$ cat config.mk
export PLATFORM = sky130hd
export DESIGN_NAME = pong_renderer_flat
export DESIGN_NICKNAME = d
export VERILOG_FILES = /design/src/rtl/pong_pkg.sv /design/src/rtl/pong_renderer_if.sv /design/src/rtl/pong_paddle.sv /design/src/rtl/pong_renderer.sv /design/src/flat_wrapper.sv
export SDC_FILE = /design/constraint.sdc
export NUM_CORES = 1
export LEC_CHECK = 0
export ABC_AREA = 1
export BUFFER_PORTS_ARGS = -buffer_cell sky130_fd_sc_hd__buf_2
export CORE_MARGIN = 4
export CORE_UTILIZATION = 55
export DETAILED_ROUTE_END_ITERATION = 16
export HOLD_SLACK_MARGIN = 0.08
export MAX_ROUTING_LAYER = met4
export PLACE_DENSITY = 0.81
export SLEW_MARGIN = 30
export SYNTH_ARGS = -nofsm -noshare
export SYNTH_HDL_FRONTEND = slang
export SYNTH_SLANG_ARGS = --single-unit
$ cat constraint.sdc
create_clock -name px_clk -period 2.4 [get_ports px_clk]
set_input_delay 0.12 -clock px_clk [delete_from_list [all_inputs] [get_ports px_clk]]
set_output_delay 0.12 -clock px_clk [all_outputs]
set_load 0.02 [all_outputs]
$ cat src/rtl/pong_pkg.sv
// Shared definitions for the pong renderer: state encoding, colour words and
// frame counts used by the game FSM.
package pong_pkg;

  localparam int PX_W = 30;
  typedef logic [PX_W-1:0] px_t;

  typedef enum logic [1:0] {
    ST_SERVE = 2'd0,
    ST_PLAY  = 2'd1,
    ST_MISS  = 2'd2
  } state_e;

  localparam logic [1:0] S_SERVE = ST_SERVE;
  localparam logic [1:0] S_PLAY  = ST_PLAY;
  localparam logic [1:0] S_MISS  = ST_MISS;

  localparam px_t C_WHITE = 30'h3FFF_FFFF;
  localparam px_t C_GREEN = {10'd0, 10'h3FF, 10'd0};
  localparam px_t C_RED   = {10'h3FF, 20'd0};
  localparam px_t C_BLUE  = {20'd0, 10'h3FF};
  localparam px_t C_BLACK = '0;

  localparam int SERVE_FRAMES = 60;
  localparam int MISS_FRAMES  = 30;
  localparam int BORDER_PX    = 4;

endpackage

$ cat src/rtl/pong_renderer_if.sv
// Pixel-side bundle between the timing generator / controls and the renderer.
interface pong_renderer_if;
  import pong_pkg::*;

  logic [10:0] px_h;
  logic [10:0] px_v;
  logic        btn_up;
  logic        btn_dn;
  px_t         px_data;
  logic [7:0]  score;
  logic        miss;

  modport master (
    output px_h, px_v, btn_up, btn_dn,
    input  px_data, score, miss
  );

  modport slave (
    input  px_h, px_v, btn_up, btn_dn,
    output px_data, score, miss
  );
endinterface

$ cat src/rtl/pong_paddle.sv
// Paddle vertical position: steps once per frame tick, clamped to the screen.
module pong_paddle #(
  parameter int V_ACT     = 480,
  parameter int PAD_H     = 64,
  parameter int PAD_SPEED = 4
) (
  input  logic        px_clk,
  input  logic        rst,
  input  logic        frame_tick,
  input  logic        btn_up,
  input  logic        btn_dn,
  output logic [10:0] pad_y
);
  localparam logic [10:0] PAD_MAX = 11'(V_ACT - PAD_H);
  localparam logic [10:0] PAD_RST = 11'((V_ACT - PAD_H) / 2);
  localparam logic [10:0] STEP    = 11'(PAD_SPEED);

  logic [10:0] pad_y_q, pad_y_d;

  always_comb begin
    // NOTE: default-assign every always_comb output first so no path infers a latch.
    pad_y_d = pad_y_q;
    if (frame_tick) begin
      if (btn_up && !btn_dn)
        pad_y_d = (pad_y_q < STEP) ? 11'd0 : pad_y_q - STEP;
      else if (btn_dn && !btn_up)
        pad_y_d = (pad_y_q > PAD_MAX - STEP) ? PAD_MAX : pad_y_q + STEP;
    end
  end

  // NOTE: state flops use non-blocking assignment so every flop samples pre-edge values.
  always_ff @(posedge px_clk) begin
    if (rst) pad_y_q <= PAD_RST;
    else     pad_y_q <= pad_y_d;
  end

  assign pad_y = pad_y_q;
endmodule

$ cat src/rtl/pong_renderer.sv
// Pong game state machine and zero-latency pixel colouring.
// Optional SCORE_BAR_EN macro draws the score as a blue bar along the top rows.
module pong_renderer
  import pong_pkg::*;
#(
  parameter int H_ACT     = 640,
  parameter int V_ACT     = 480,
  parameter int BALL_SZ   = 8,
  parameter int PAD_X     = 16,
  parameter int PAD_W     = 8,
  parameter int PAD_H     = 64,
  parameter int SPEED     = 2,
  parameter int PAD_SPEED = 4
) (
  input logic            px_clk,
  input logic            rst,
  pong_renderer_if.slave bus
);
  localparam logic [10:0] H_LAST = 11'(H_ACT - 1);
  localparam logic [10:0] V_LAST = 11'(V_ACT - 1);
  localparam logic [10:0] HA     = 11'(H_ACT);
  localparam logic [10:0] VA     = 11'(V_ACT);
  localparam logic [10:0] BSZ    = 11'(BALL_SZ);
  localparam logic [10:0] SPD    = 11'(SPEED);
  localparam logic [10:0] PAD_L  = 11'(PAD_X);
  localparam logic [10:0] PAD_R  = 11'(PAD_X + PAD_W);
  localparam logic [10:0] PAD_HT = 11'(PAD_H);
  localparam logic [10:0] X_CTR  = 11'(H_ACT / 2 - BALL_SZ / 2);
  localparam logic [10:0] Y_CTR  = 11'(V_ACT / 2 - BALL_SZ / 2);
  localparam logic [10:0] X_MAX  = 11'(H_ACT - BALL_SZ);
  localparam logic [10:0] Y_MAX  = 11'(V_ACT - BALL_SZ);
  localparam logic [10:0] BRD    = 11'(BORDER_PX);
  localparam logic [10:0] H_BRD  = 11'(H_ACT - BORDER_PX);
  localparam logic [10:0] V_BRD  = 11'(V_ACT - BORDER_PX);
  localparam logic [6:0]  SERVE_LAST = 7'(SERVE_FRAMES - 1);
  localparam logic [6:0]  MISS_LAST  = 7'(MISS_FRAMES - 1);

  logic        frame_tick_q, frame_tick_d;
  logic [1:0]  state_q, state_d;
  logic [6:0]  fcnt_q, fcnt_d;
  logic [10:0] ball_x_q, ball_x_d;
  logic [10:0] ball_y_q, ball_y_d;
  logic        dx_neg_q, dx_neg_d;
  logic        dy_neg_q, dy_neg_d;
  logic [7:0]  score_q, score_d;
  logic [10:0] pad_y;
  logic        overlap;

  pong_paddle #(
    .V_ACT    (V_ACT),
    .PAD_H    (PAD_H),
    .PAD_SPEED(PAD_SPEED)
  ) u_paddle (
    .px_clk    (px_clk),
    .rst       (rst),
    .frame_tick(frame_tick_q),
    .btn_up    (bus.btn_up),
    .btn_dn    (bus.btn_dn),
    .pad_y     (pad_y)
  );

  always_comb begin
    frame_tick_d = (bus.px_h == H_LAST) && (bus.px_v == V_LAST);
    overlap      = (ball_y_q < pad_y + PAD_HT) && (pad_y < ball_y_q + BSZ);
    state_d  = state_q;
    fcnt_d   = fcnt_q;
    ball_x_d = ball_x_q;
    ball_y_d = ball_y_q;
    dx_neg_d = dx_neg_q;
    dy_neg_d = dy_neg_q;
    score_d  = score_q;

    if (frame_tick_q) begin
      case (state_q)
        S_SERVE: begin
          ball_x_d = X_CTR;
          ball_y_d = Y_CTR;
          dx_neg_d = 1'b0;
          dy_neg_d = 1'b0;
          if (fcnt_q == SERVE_LAST) begin
            state_d = S_PLAY;
            fcnt_d  = '0;
          end else begin
            fcnt_d = fcnt_q + 7'd1;
          end
        end

        S_PLAY: begin
          // Each axis resolves its own wall/paddle event independently.
          if (dy_neg_q) begin
            if (ball_y_q < SPD) begin
              ball_y_d = '0;
              dy_neg_d = 1'b0;
            end else begin
              ball_y_d = ball_y_q - SPD;
            end
          end else if (ball_y_q + BSZ + SPD > VA) begin
            ball_y_d = Y_MAX;
            dy_neg_d = 1'b1;
          end else begin
            ball_y_d = ball_y_q + SPD;
          end

          if (!dx_neg_q) begin
            if (ball_x_q + BSZ + SPD > HA) begin
              ball_x_d = X_MAX;
              dx_neg_d = 1'b1;
            end else begin
              ball_x_d = ball_x_q + SPD;
            end
          end else if (ball_x_q < PAD_R + SPD) begin
            if (ball_x_q >= PAD_L && overlap) begin
              ball_x_d = PAD_R;
              dx_neg_d = 1'b0;
              score_d  = (score_q == 8'hFF) ? score_q : score_q + 8'd1;
            end else begin
              // A miss freezes the whole ball, overriding the vertical step.
              state_d  = S_MISS;
              fcnt_d   = '0;
              ball_y_d = ball_y_q;
              dy_neg_d = dy_neg_q;
            end
          end else begin
            ball_x_d = ball_x_q - SPD;
          end
        end

        S_MISS: begin
          if (fcnt_q == MISS_LAST) begin
            state_d  = S_SERVE;
            fcnt_d   = '0;
            ball_x_d = X_CTR;
            ball_y_d = Y_CTR;
            dx_neg_d = 1'b0;
            dy_neg_d = 1'b0;
          end else begin
            fcnt_d = fcnt_q + 7'd1;
          end
        end

        default: begin
          state_d = S_SERVE;
          fcnt_d  = '0;
        end
      endcase
    end
  end

  always_ff @(posedge px_clk) begin
    if (rst) begin
      frame_tick_q <= 1'b0;
      state_q      <= S_SERVE;
      fcnt_q       <= '0;
      ball_x_q     <= X_CTR;
      ball_y_q     <= Y_CTR;
      dx_neg_q     <= 1'b0;
      dy_neg_q     <= 1'b0;
      score_q      <= '0;
    end else begin
      frame_tick_q <= frame_tick_d;
      state_q      <= state_d;
      fcnt_q       <= fcnt_d;
      ball_x_q     <= ball_x_d;
      ball_y_q     <= ball_y_d;
      dx_neg_q     <= dx_neg_d;
      dy_neg_q     <= dy_neg_d;
      score_q      <= score_d;
    end
  end

  logic in_ball, in_pad, in_border, in_bar;
  px_t  px_d;

  always_comb begin
    in_ball = (bus.px_h >= ball_x_q) && (bus.px_h < ball_x_q + BSZ) &&
              (bus.px_v >= ball_y_q) && (bus.px_v < ball_y_q + BSZ);
    in_pad  = (bus.px_h >= PAD_L) && (bus.px_h < PAD_R) &&
              (bus.px_v >= pad_y) && (bus.px_v < pad_y + PAD_HT);
    in_border = (state_q == S_MISS) &&
                ((bus.px_h < BRD) || (bus.px_h >= H_BRD) ||
                 (bus.px_v < BRD) || (bus.px_v >= V_BRD));
`ifdef SCORE_BAR_EN
    in_bar = (bus.px_v < BRD) && (bus.px_h < {2'b00, score_q, 1'b0});
`else
    in_bar = 1'b0;
`endif
    if (in_ball)        px_d = C_WHITE;
    else if (in_bar)    px_d = C_BLUE;
    else if (in_pad)    px_d = C_GREEN;
    else if (in_border) px_d = C_RED;
    else                px_d = C_BLACK;
  end

  assign bus.px_data = px_d;
  assign bus.score   = score_q;
  assign bus.miss    = (state_q == S_MISS);
endmodule

$ cat src/flat_wrapper.sv
// flat-port wrapper written by rule: the top's interface ports become plain ports
module pong_renderer_flat import pong_pkg::*;
#(
  parameter int H_ACT     = 640,
  parameter int V_ACT     = 480,
  parameter int BALL_SZ   = 8,
  parameter int PAD_X     = 16,
  parameter int PAD_W     = 8,
  parameter int PAD_H     = 64,
  parameter int SPEED     = 2,
  parameter int PAD_SPEED = 4
)
  (px_clk, rst, bus_px_h, bus_px_v, bus_btn_up, bus_btn_dn, bus_px_data, bus_score, bus_miss);
  pong_renderer_if bus_i ();
  input logic px_clk;
  input logic rst;
  input wire logic [$bits(bus_i.px_h)-1:0] bus_px_h;
  input wire logic [$bits(bus_i.px_v)-1:0] bus_px_v;
  input wire logic [$bits(bus_i.btn_up)-1:0] bus_btn_up;
  input wire logic [$bits(bus_i.btn_dn)-1:0] bus_btn_dn;
  output wire logic [$bits(bus_i.px_data)-1:0] bus_px_data;
  output wire logic [$bits(bus_i.score)-1:0] bus_score;
  output wire logic [$bits(bus_i.miss)-1:0] bus_miss;
  assign bus_i.px_h = bus_px_h;
  assign bus_i.px_v = bus_px_v;
  assign bus_i.btn_up = bus_btn_up;
  assign bus_i.btn_dn = bus_btn_dn;
  assign bus_px_data = bus_i.px_data;
  assign bus_score = bus_i.score;
  assign bus_miss = bus_i.miss;
  pong_renderer #(.H_ACT(H_ACT), .V_ACT(V_ACT), .BALL_SZ(BALL_SZ), .PAD_X(PAD_X), .PAD_W(PAD_W), .PAD_H(PAD_H), .SPEED(SPEED), .PAD_SPEED(PAD_SPEED)) u_core (.px_clk(px_clk), .rst(rst), .bus(bus_i));
endmodule
=== Yosys cells after proc, flatten, opt, wreduce, memory -nomap -nowiden ===
Index checks and enable logic that the tools add are counted.

* Output and inout port bits: 39
* Logic and storage cells: 129
* Register bits: 53

* Magnitude comparators: 21
* Equality and inequality tests: 13
* Mux-type cells: 46
* $add $sub $neg: 13
* Reduce and logical (&&, ||, !) cells: 26
* Bitwise operators: 1

{| class="wikitable"
|+ Operators by type and width
! cell !! count
|-
| 11-bit two-way mux || 16
|-
| 30-bit two-way mux || 3
|-
| 11-bit one-hot mux with 3 select lines || 2
|-
| 11-bit less-than comparator || 5
|-
| 11-bit by 2-bit adder with 11-bit output, second input constant || 4
|-
| 7-bit two-way mux || 5
|-
| 11-bit >= comparator || 3
|-
| 11-bit by 3-bit less-than comparator with 1-bit output, second input constant || 3
|-
| 11-bit by 4-bit adder with 11-bit output, second input constant || 2
|-
| 11-bit by 5-bit >= comparator with 1-bit output, second input constant || 2
|-
| 11-bit by 9-bit > comparator with 1-bit output, second input constant || 2
|-
| 11-bit by 5-bit less-than comparator with 1-bit output, second input constant || 2
|-
| 11-bit by 2-bit subtractor with 11-bit output, second input constant || 2
|-
| 7-bit one-hot mux with 3 select lines || 1
|-
| 1-bit logical AND || 12
|-
| 6-bit AND reduction || 2
|-
| 11-bit by 3-bit adder with 11-bit output, second input constant || 1
|-
| 11-bit by 7-bit adder with 11-bit output, second input constant || 1
|-
| 11-bit by 10-bit == test with 1-bit output, second input constant || 1
|-
| 11-bit by 9-bit == test with 1-bit output, second input constant || 1
|-
| 11-bit by 10-bit >= comparator with 1-bit output, second input constant || 1
|-
| 11-bit by 9-bit >= comparator with 1-bit output, second input constant || 1
|-
| 11-bit by 10-bit > comparator with 1-bit output, second input constant || 1
|-
| 11-bit by 2-bit less-than comparator with 1-bit output, second input constant || 1
|-
| other kinds (24) || 46
|}

=== Longest topological paths before layout ===
* Depth in word-level cells: 9
* Depth in mapped cells: 23

=== Hierarchy ===
Synthesis repeated with hierarchy kept, for this count alone.

* Cell total of the unflattened synthesis: 1038
* Area, all modules: 6500.0 sq um

{| class="wikitable"
|+ Modules (own cells, without submodules)
! module !! cells each !! area an instance (sq um) !! instances
|-
| pong_renderer || 902 || 5602.9 || 1
|-
| pong_paddle || 136 || 897.1 || 1
|}

=== Worst setup path after synthesis ===
OpenSTA, ideal clock, no wires.

* Path kind: register -> output
* From: register u_core.ball_x_q[3]
* To: output port bus_px_data[11]
* Cell stages (with the launch flop): 14
* Setup slack: -0.181 ns
* Data arrival time: 2.461 ns
* Path buffers: 1
* Path through: dfxtp_1 -> inv_1 -> ha_1 -> inv_1 -> ha_1 -> a21o_1 -> a31oi_1 -> o21ai_0 -> a21oi_1 -> o21bai_1 -> nand3_1 -> nand3_1 -> nand2_1 -> buf_4

* Cells in the longest elaborated chain, start to end: 6
* Elaborated cells on any way between the ends: 7

{| class="wikitable"
|+ Ends and longest elaborated chain
! what !! RTL line !! RTL
|-
| from (decl) || pong_renderer.sv:41 || <nowiki>logic [10:0] ball_x_q, ball_x_d;</nowiki>
|-
| from (signal assigned) || pong_renderer.sv:163 || <nowiki>ball_x_q <= ball_x_d;</nowiki>
|-
| 11-bit by 4-bit adder with 11-bit output || pong_renderer.sv:175 || <nowiki>in_ball = (bus.px_h >= ball_x_q) && (bus.px_h < ball_x_q + BSZ) &&</nowiki>
|-
| 11-bit less-than comparator || pong_renderer.sv:175 ||
|-
| 1-bit logical AND * (2 in a row) || pong_renderer.sv:175 ||
|-
| 1-bit logical AND * || pong_renderer.sv:176 || <nowiki>(bus.px_v >= ball_y_q) && (bus.px_v < ball_y_q + BSZ);</nowiki>
|-
| 30-bit two-way mux * || pong_renderer.sv:187 || <nowiki>if (in_ball) px_d = C_WHITE;</nowiki>
|-
| to (decl) || flat_wrapper.sv:21 || <nowiki>output wire logic [$bits(bus_i.px_data)-1:0] bus_px_data;</nowiki>
|}

Every way passes the cells marked *; elsewhere a longest branch is shown, timed or not.

=== Worst setup path after layout ===
* From: register u_core.ball_y_q[3]
* To: output port bus_px_data[16]

* Cells in the longest elaborated chain, start to end: 4
* Elaborated cells on any way between the ends: 6

{| class="wikitable"
|+ Ends and longest elaborated chain
! what !! RTL line !! RTL
|-
| from (decl) || pong_renderer.sv:42 || <nowiki>logic [10:0] ball_y_q, ball_y_d;</nowiki>
|-
| from (signal assigned) || pong_renderer.sv:164 || <nowiki>ball_y_q <= ball_y_d;</nowiki>
|-
| 11-bit by 4-bit adder with 11-bit output or 11-bit >= comparator (tied branches) || pong_renderer.sv:176 ||
|-
| 11-bit less-than comparator or 1-bit logical AND (tied branches) || pong_renderer.sv:176, pong_renderer.sv:175 ||
|-
| 1-bit logical AND * || pong_renderer.sv:176 ||
|-
| 30-bit two-way mux * || pong_renderer.sv:187 ||
|}

Marks and branches as above.

==> flow_summary.yaml <==
detailed_routing:
  detail_route.wl_per_cell_um: 16.6
  detail-route-antenna-nets: 0
  postRouteWirelength_mm: 21.1
  vias_per_cell: 5.79
  post-route-drc-count: 0
  detailedRoute.firstPassIterationCount: 8
  drt_iter0_drc: 549
  vias: 7336
layout:
  most-common-layout-cells: "sky130_fd_sc_hd__nand2_1, sky130_fd_sc_hd__buf_4, sky130_fd_sc_hd__inv_1"
  final_area_um2: 8200
  flow.area_growth_from_synthesis_pct: 34.1
  num_antenna_cells: 0
  drive_gt1_frac: 0.287
  mostFrequentLayoutCell: "sky130_fd_sc_hd__nand2_1"
  n_fill_cell: 790
  multi_input_comb_area_um2: 4890
  finish.net_count: 1235
  area.sequential_um2: 1000
pwr:
  power_uw: 1670
  power_density_over_the_cells_nw_per_um2: 204
  seqPwrFrac: 0.484
  power.leakage_uw: 0.00385
  ir_worst_vdd_mv: 0.222
  internal_uw: 1140
  power.share.switching: 0.320
  p_clk_frac: 0.356
  share_comb_of_total_power: 0.161
  sw_power_uw: 535
setup_path:
  critical_path_class: "flop to output port"
  cp_data_arrival_time_ps: 2820
  worstReg2RegStart: "u_core.ball_y_q[3]"
  crit_path_cell_trace: "ha_4 > nand2_4 > inv_4 > nor2_4 > inv_4 > ha_4 > nand2_4 > nor3_4 > nand2_1 > o211ai_1 > nand2_1 > o2111ai_2 > a41oi_2 > nand3_2 > buf_12 > nand2_8 > buf_2"
  timing.critical_path.buf_inv: 4
  gate_family_responsible_for_the_most_delay_along_the_worst_path: "simple AND/OR/NAND/NOR gates"
  worst-r2r-setup-slack_ps: -520
  worstReg2RegEnd: "u_core.ball_y_q[9]"
  cp.required_ps: 2280
  cp_max_fo: 6
  critical-path-max-stage-delay_ps: 400
  worst_setup_path_end_kind: "output port"
  critPathSlowestCell: "sky130_fd_sc_hd__dfxtp_4"
  worst_r2r_path_depth: 20
  worstSetupStartpointType: "flop"
worst_hold_path:
  min-delay-start: "bus_px_v[0]"
  holdPathStages: 5
  worstHoldEndpoint: "u_core.frame_tick_q"
  hold_path.class: "primary input to flop"
status:
  failed_checks: "negative setup slack"
  run_status: "complete, but fails checks"
clocking:
  h-tree-depth: 2
  cts_sinks: 49
  insertion_delay_ps: 340
  cts_root_buffer: "sky130_fd_sc_hd__clkbuf_8"
  cts_max_path_buffers: 2
  cts_tree: "done"
  cts_made_buffers: 5
  path_clk_slew_ps: 110
  cts.hold.buffers_added: 0
floorplanning:
  floorplan.rows: 38
  initial_core_util: 0.564
  chipHeight_um: 113
  die_w_um: 113
  floorplan.core_area_um2: 10800
  top_level_ports: 65
  die_area_um2: 12900
placed_design:
  port_buffers: 64
  detailedPlacementHpwl_mm: 14.1
  placement.setup.worst_slack_ps: -262
  place_congestion: 1.02
  placed_area_um2: 7180
timing:
  fmax_ghz: 0.340
  finalWorstPathRequiredPeriod_ps: 2940
  finClkSkew_ps: 6.44
  tightest_slew_ps: 894
  layout_setup_ws_ps: -540
  tns_ps: -30890
  setup-violations-final: 69
  final.period_utilization: 1.22
  grt_setup_unrepaired: "yes"
  finalHoldViolCount: 0
  worst_hold_slack_ps: 94.5
  slew_viol_final: 0
  maxSlewHeadroom: 0.404
logic_synthesis:
  syn-num-nets: 1089
  synthCells: 980
  syn_avg_cell_area_um2: 6.24
  yosysUniqueCellTypes: 48
  mappedNetlistArea_um2: 6110
  synth_seq_cells: 49
  yosys_warnings: 0
  synth_sequential_area_ratio: 0.160
grt:
  grt_first_pass_wirelength_mm: 33.1
  first_global_vias: 7008
  pin_count_of_the_biggest_net_entering_global_routing: 23
  gr-usage-all-layers: 0.322
  grt_remaining_overflow: 0
  antenna_found_initial: 0
run:
  drv.max_cap_violation_count: 0
[Yosys cell counts (all sizes together)]
master   number  area [um2]
nor4          7        43.8
xor2         27         236
or4           1        7.51
a21oi        64         332
a21o          2        15.0
clkinv        3        11.3
o2111ai       6        52.6
nand3        76         385
a221oi        1        8.76
a41oi         1        8.76
nor3b         2        15.0
a32o          1        10.0
dfxtp        49         981
or2           5        31.3
clkbuf       14        53.8
a22oi         1        7.51
o211ai       15         113
a211oi        2        15.0
nor3         16        80.1
ha           83        1040
o21bai        2        15.0
nand2       232         898
nand3b        5        37.5
xnor2         6        52.6
o311ai        1        8.76
buf          38         282
inv         127         477
a31oi         2        12.5
a2111oi       1        8.76
o21ai        58         290
nand4        18         113
and3          1        6.26
nor2        109         442
o31ai         1        7.51
o22ai         2        12.5
or3           1        6.26
[routing by layer]
metal,vias to the layer above,global-route usage,wire (um),share of wire
met5,-,-,0,0
met4,0,0.175,1240,0.059
met3,119,0.0493,1790,0.085
met2,423,0.533,10200,0.48
met1,3279,0.374,7850,0.37
li1,3515,-,-,-
[layout make-up]
class	count	share of cell area
flip-flops and latches	49	0.122
clock buffers	5	0.00839
well taps	140	0.0214
clock inverters	3	0.00351
inverters	130	0.0620
repair inverters	1	0.00137
multi-input cells	753	0.596
repair buffers	186	0.185
[worst register-to-register path: stages, from the launching register on]
cell	delay, ps
sky130_fd_sc_hd__dfxtp_4	400
sky130_fd_sc_hd__ha_4	190
sky130_fd_sc_hd__nand2_4	70
sky130_fd_sc_hd__inv_4	40
sky130_fd_sc_hd__nor2_4	100
sky130_fd_sc_hd__inv_4	60
sky130_fd_sc_hd__buf_12	120
sky130_fd_sc_hd__ha_4	220
sky130_fd_sc_hd__nand2_4	60
sky130_fd_sc_hd__o21bai_1	120
sky130_fd_sc_hd__nand2_1	120
sky130_fd_sc_hd__nor2_2	160
sky130_fd_sc_hd__nor2_1	60
sky130_fd_sc_hd__nor2_1	160
sky130_fd_sc_hd__nor2_2	80
sky130_fd_sc_hd__nor2_4	130
sky130_fd_sc_hd__nand2_4	110
sky130_fd_sc_hd__a21oi_4	220
sky130_fd_sc_hd__buf_12	190
sky130_fd_sc_hd__nand2_1	100
sky130_fd_sc_hd__a21oi_2	150
[registers in the layout, indices dropped and copies added, names as in the netlist]
| name | flops |
|---|---|
| u_core.ball_x_q | 10 |
| u_core.ball_y_q | 10 |
| u_core.u_paddle.pad_y | 9 |
| u_core.bus.score | 8 |
| u_core.fcnt_q | 7 |
| u_core.state_q | 2 |
| u_core.dx_neg_q | 1 |
| u_core.dy_neg_q | 1 |
| u_core.frame_tick_q | 1 |
[how the worst max path moves through the flow]
stage,start,to,slack [ps],cells after the start
global placement,u_core.ball_y_q[3],u_core.ball_x_q[4],-150,19
detailed placement,u_core.ball_y_q[3],u_core.ball_x_q[4],-260,19
finish,u_core.ball_y_q[3],bus_px_data[16],-540,17
floorplan,u_core.u_paddle.pad_y[6],bus_px_data[21],1,12
global route,u_core.ball_y_q[3],u_core.bus.score[5],-620,22
CTS,u_core.u_paddle.pad_y[7],bus_px_data[17],-410,12
[power groups by stage]
stage / sequential, uW / clock, uW / combinational [uW]
floorplan: 829 / 0 / 145
global placement: 829 / 0 / 207
detailed placement: 829 / 0 / 212
CTS: 809 / 587 / 243
global route: 808 / 631 / 295
finish: 808 / 594 / 268
[kinds of logic after synthesis]
family / Yosys count / synth area share
and+or+nand+nor: 473 / 0.338
AOI/OAI and AO/OA: 160 / 0.150
DFF: 49 / 0.160
xor gates and xnor gates: 33 / 0.0473
adders and majority gates: 83 / 0.170
buffers and inverters: 182 / 0.135
[per-stage QoR]
| step | util | instances |
|---|---|---|
| after floorplan | - | 980 |
| after global placement | 0.663 | 1235 |
| after detailed placement | 0.663 | 1235 |
| after CTS | 0.730 | 1261 |
| after global routing | 0.756 | 1267 |
| final | 0.756 | 1267 |
[repair_timing]
| item | in CTS | in global routing |
|---|---|---|
| gates cloned | 6 | 1 |
| endpoints found under the setup margin | 69 | 69 |
| buffers inserted | 12 | 7 |
| endpoints found under the hold margin | 0 | 0 |
| gates resized for setup | 133 | 60 |
| pin swaps | 46 | 13 |
Note: power is estimated with default switching activity, not from simulation.
